**src/rtl/dmem_responder.sv**
```systemverilog
// Handshaked, wait-stated, byte-lane word memory serving one request at a time.
// Optional DMEM_RESPONDER_ERR_EN flags misaligned/out-of-range requests with rsp_err.
//   state | meaning
//   IDLE  | ready for a request
//   WAIT  | counting down wait cycles, access on cnt==0
//   RESP  | response held until rsp_ready
module dmem_responder #(
  parameter int DEPTH   = 64,
  parameter int LATENCY = 2
) (
  input  logic        clk,
  input  logic        reset,
  input  logic        req_valid,
  output logic        req_ready,
  input  logic        req_we,
  input  logic [31:0] req_addr,
  input  logic [31:0] req_wdata,
  input  logic [3:0]  req_be,
  output logic        rsp_valid,
  input  logic        rsp_ready,
  output logic [31:0] rsp_rdata,
  output logic        rsp_err
);

  localparam int AW = $clog2(DEPTH);

  typedef enum logic [1:0] {IDLE, WAIT, RESP} state_t;

  state_t        state;
  logic [3:0]    cnt;
  logic          we_q;
  logic [AW-1:0] idx_q;
  logic [31:0]   wdata_q;
  logic [3:0]    be_q;
  logic          err_q;
  logic          req_err;
  logic          do_access;
  logic [31:0]   mem [DEPTH];

`ifdef DMEM_RESPONDER_ERR_EN
  assign req_err = (req_addr[1:0] != 2'b00) || (req_addr[31:AW+2] != '0);
`else
  logic unused_addr;
  assign req_err     = 1'b0;
  assign unused_addr = ^{req_addr[31:AW+2], req_addr[1:0]};
`endif

  assign req_ready = (state == IDLE);
  assign rsp_valid = (state == RESP);
  assign do_access = (state == WAIT) && (cnt == 4'd0);

  always_ff @(posedge clk or negedge reset) begin
    if (!reset) begin
      state     <= IDLE;
      cnt       <= 4'd0;
      we_q      <= 1'b0;
      idx_q     <= '0;
      wdata_q   <= 32'h0;
      be_q      <= 4'h0;
      err_q     <= 1'b0;
      rsp_rdata <= 32'h0;
      rsp_err   <= 1'b0;
    end else begin
      case (state)
        IDLE: begin
          if (req_valid) begin
            we_q    <= req_we;
            idx_q   <= req_addr[AW+1:2];
            wdata_q <= req_wdata;
            be_q    <= req_be;
            err_q   <= req_err;
            cnt     <= 4'(LATENCY);
            state   <= WAIT;
          end
        end
        WAIT: begin
          if (cnt != 4'd0) begin
            cnt <= cnt - 4'd1;
          end else begin
            rsp_rdata <= (we_q || err_q) ? 32'h0 : mem[idx_q];
            rsp_err   <= err_q;
            state     <= RESP;
          end
        end
        RESP: begin
          if (rsp_ready) state <= IDLE;
        end
        default: state <= IDLE;
      endcase
    end
  end

  // Array is deliberately unreset; a reset during WAIT leaves state IDLE so no write lands.
  always_ff @(posedge clk) begin
    if (do_access && we_q && !err_q) begin
      for (int i = 0; i < 4; i++) begin
        if (be_q[i]) mem[idx_q][8*i +: 8] <= wdata_q[8*i +: 8];
      end
    end
  end

endmodule

```
**config.mk**
```make
export PLATFORM = sky130hd
export DESIGN_NAME = dmem_responder
export DESIGN_NICKNAME = d
export VERILOG_FILES = /design/src/rtl/dmem_responder.sv
export SDC_FILE = /design/constraint.sdc
export NUM_CORES = 2
export LEC_CHECK = 0
export BUFFER_PORTS_ARGS = -buffer_cell sky130_fd_sc_hd__buf_2
export CAP_MARGIN = 10
export CORE_UTILIZATION = 55
export DETAILED_ROUTE_END_ITERATION = 10
export PLACE_DENSITY = 0.71
export SLEW_MARGIN = 5
export SYNTH_ARGS = -nofsm -noshare
export SYNTH_HDL_FRONTEND = slang
export SYNTH_SLANG_ARGS = --single-unit
```
**constraint.sdc**
```tcl
create_clock -name clk -period 2.7 [get_ports clk]
set_input_delay 0 -clock clk [delete_from_list [all_inputs] [get_ports clk]]
set_output_delay 0 -clock clk [all_outputs]
set_load 0.01 [all_outputs]
```
==> flow_summary.ini <==
[run_status]
status = finished with violations
violations = setup timing

[setup_path]
r2r_start = idx_q[2]
worstPathArrival_ns = 3.33
critPathMaxStageDelay_ns = 0.50
slowest_stage = dfrtp_4
rr_worst_depth = 9
r2r_end = mem[1][14]
crit_path_end_kind = flip-flop
critPathTopFamily = buffers and inverters
cp.required_ns = 3.22
crit_fanout = 9
cp-start-kind = flip-flop
crit_top_cell = buf_4
critPathKind = flip-flop to flip-flop
crit_path_cell_trace = buf_12 -> buf_12 -> buf_4 -> buf_4 -> nor2_1 -> buf_4 -> nand2_1 -> nor2_1 -> buf_4
rrSetupSlack_ns = -0.11
crit_buf_inv = 6

[synthesis]
async_flop_share_pct = 3.80
synthTopCellsByArea = edfxtp_1 (74%), mux2i_1 (5.9%), dfrtp_1 (2.4%)
synth_common_cells = edfxtp_1 (2048), mux2i_1 (494), nand2_1 (418), nor2_1 (339), o22ai_1 (277)
synth_top_area_share_pct = 73.9
synthCells = 5142
yosysMostFrequentCell = edfxtp_1
synth_edf_count = 2048
synth-seq-cells = 2129
yosysUniqueCellTypes = 55
netlist_area_um2 = 83200
yosysSeqAreaShare_pct = 76.4
yosysTopAreaCell = edfxtp_1
syn-num-nets = 5216
syn_area_per_cell_um2 = 16.2
synth_warnings = 0
ys.flop_type = edfxtp_1

[sta]
worst_pin_slew_ns = 0.875
fin_crit_sh_pct = 104
slew_headroom_pct = 41.7
setup_slack_ns = -0.108
rsz0062_at_grt = true
fin_crit_ns = 2.81
setup_violations = 134
fin_skew_ns = 0.0479
drv_slew = 0
hold_viol = 0
timing.fmax_mhz = 356

[route]
remaining_drc_errors = 0
postRouteAntennaNets = 0
drt_iter0_drc = 7852
vias_per_cell = 6.40
drt-total-wl_um = 244000
dr.pass1.iters = 6
vias = 52100
wl_per_cell_um = 30.0

[floorplan]
start_util_pct = 55.5
fp-row-count = 142
die_h_um = 391
die_w_um = 391
dieArea_um2 = 153000
io_pins = 108
core_area_um2 = 150000

[layout]
stdcell_count = 8141
syn2layout_area_growth_pct = 21.1
drive_above_1_share_pct = 21.8
final_area_um2 = 101000
nets = 6029
postLayoutCoreUtil_pct = 67.2

[clock_network]
cts_root_buf = clkbuf_16
clock-sinks = 2129
htreeDepth = 4
clk_latency_ns = 0.85
cts_tree = done
cts-buffers-inserted = 204
clk_pin_slew_worst_paths_ns = 0.07
cts_buffer_depth = 3

[place]
io_buffers = 80
place_congestion = 0.950
dp_hpwl_um = 152000
dp.cells = 7549
place_area_um2 = 90900

[worst_hold_path]
worstHoldPathType = primary input to async pin

[global_route]
grt_usage_pct = 31.4
antenna_found_initial = 15
grt_pass1_vias = 50300
grt_max_degree = 105
overflow = 0
grt_pass1_wl_um = 345000

[run]
drv_cap = 0

[power]
p_leak_nw = 35.1
p_per_area_nw_per_um2 = 1090
peakVddDrop_mv = 1.15
[tightest hold or removal path, stage by stage]
cell and delay (ns):
dlygate4sd3_1 0.53, buf_4 0.10, dlygate4sd3_1 0.59, buf_12 0.37
[cells by family (layout without fill, tap and decap cells)]
group	after synthesis	count (layout)	synth area share, %
AND/OR/NAND/NOR	832	833	4.17
AO/OA/AOI/OAI	1098	1098	9.98
multiplexers	512	512	6.38
flip-flops	2129	2129	76.4
other	1	6	0.00451
XOR/XNOR	2	2	0.0211
adder cells (fa/ha/maj)	1	1	0.0150
buffers and inverters	567	1544	3.05
[what timing repair did]
action / CTS / global route
hold buffers: 130 / 0
pin swaps: 10 / 73
setup buffers: 25 / 44
setup endpoints to repair: 532 / 559
gates cloned: 6 / 12
resized for setup: 69 / 127
endpoints found under the hold margin: 128 / 0
[per-layer routing]
| layer | global-route usage (%) | part of all wire (%) | up-vias |
|---|---|---|---|
| met4 | 13.6 | 4.9 | 12 |
| met2 | 47.0 | 45 | 3486 |
| met1 | 43.4 | 37 | 26000 |
| li1 | - | - | 22000 |
| met3 | 8.66 | 13 | 559 |
| met5 | 0 | 0.029 | - |
[flip-flops by register name (all words and copies together) (netlist names)]
name       flops
state          2
we_q           1
wdata_q       32
mem         2048
be_q           4
idx_q          6
cnt            4
rsp_rdata     32
[power breakdown]
group / switching, W / internal (W)
Clock: 0.0123 / 0.0155
Sequential: 0.00240 / 0.0411
Combinational: 0.0228 / 0.0153
Total: 0.0375 / 0.0719
[stage by stage]
step / worst slack [ns] / TNS (ns) / total power, W / hold slack (ns)
after floorplan: 0.275 / 0 / 0.0610 / -0.296
after global placement: -0.466 / -43.62 / 0.0763 / 0.102
after detailed placement: -0.467 / -51.14 / 0.0769 / 0.112
after CTS: -0.150 / -9.35 / 0.106 / 0.290
after global routing: -0.127 / -11.09 / 0.112 / 0.353
final: -0.108 / -4.92 / 0.109 / 0.282
[cells in the final DEF (no fill, tap or decap), types with 6 or more instances in the layout]
cell type,count
o21ai_1,36
clkbuf_16,218
inv_1,185
o21ai_0,61
nor2_1,338
nand2_2,21
o31ai_1,50
o32ai_1,177
edfxtp_1,2048
o22ai_1,275
a21oi_2,11
dfrtp_2,33
a221o_1,180
buf_2,79
a221oi_1,134
clkinv_16,6
clkinv_1,45
a21oi_1,84
o2111ai_4,6
nand2_1,394
bufinv_16,13
buf_4,625
dfrtp_1,46
buf_16,14
dlygate4sd3_1,130
and4bb_1,10
mux4_2,14
clkinv_2,31
o2111ai_2,14
clkbuf_1,50
nor4bb_1,12
mux2i_1,490
buf_6,16
o31ai_2,38
clkbuf_8,7
o2111ai_1,10
buf_12,107
[area by class of cell]
cell class | count | area [um2]
multi-input combinational | 2447 | 17900
fill | 9727 | 49200
inverter | 186 | 703
tap | 2016 | 2520
clock buffer | 264 | 5460
antenna | 5 | 12.5
clock inverter | 107 | 1040
timing repair buffer | 987 | 9500
sequential | 2129 | 63600
[how the worst max path moves through the flow]
stage              from           end  slack [ns]  depth (start not counted)
2_1_floorplan  idx_q[2]    mem[59][0]        0.28                          9
3_3_place_gp   idx_q[2]  rsp_rdata[2]       -0.47                          7
3_5_place_dp   idx_q[2]  rsp_rdata[2]       -0.47                          7
4_1_cts        idx_q[2]  rsp_rdata[2]       -0.15                         10
5_1_grt        idx_q[2]   mem[57][29]       -0.13                          9
6_report       idx_q[2]    mem[1][14]       -0.11                          9
No activity file was read; power rests on OpenSTA's default activity.
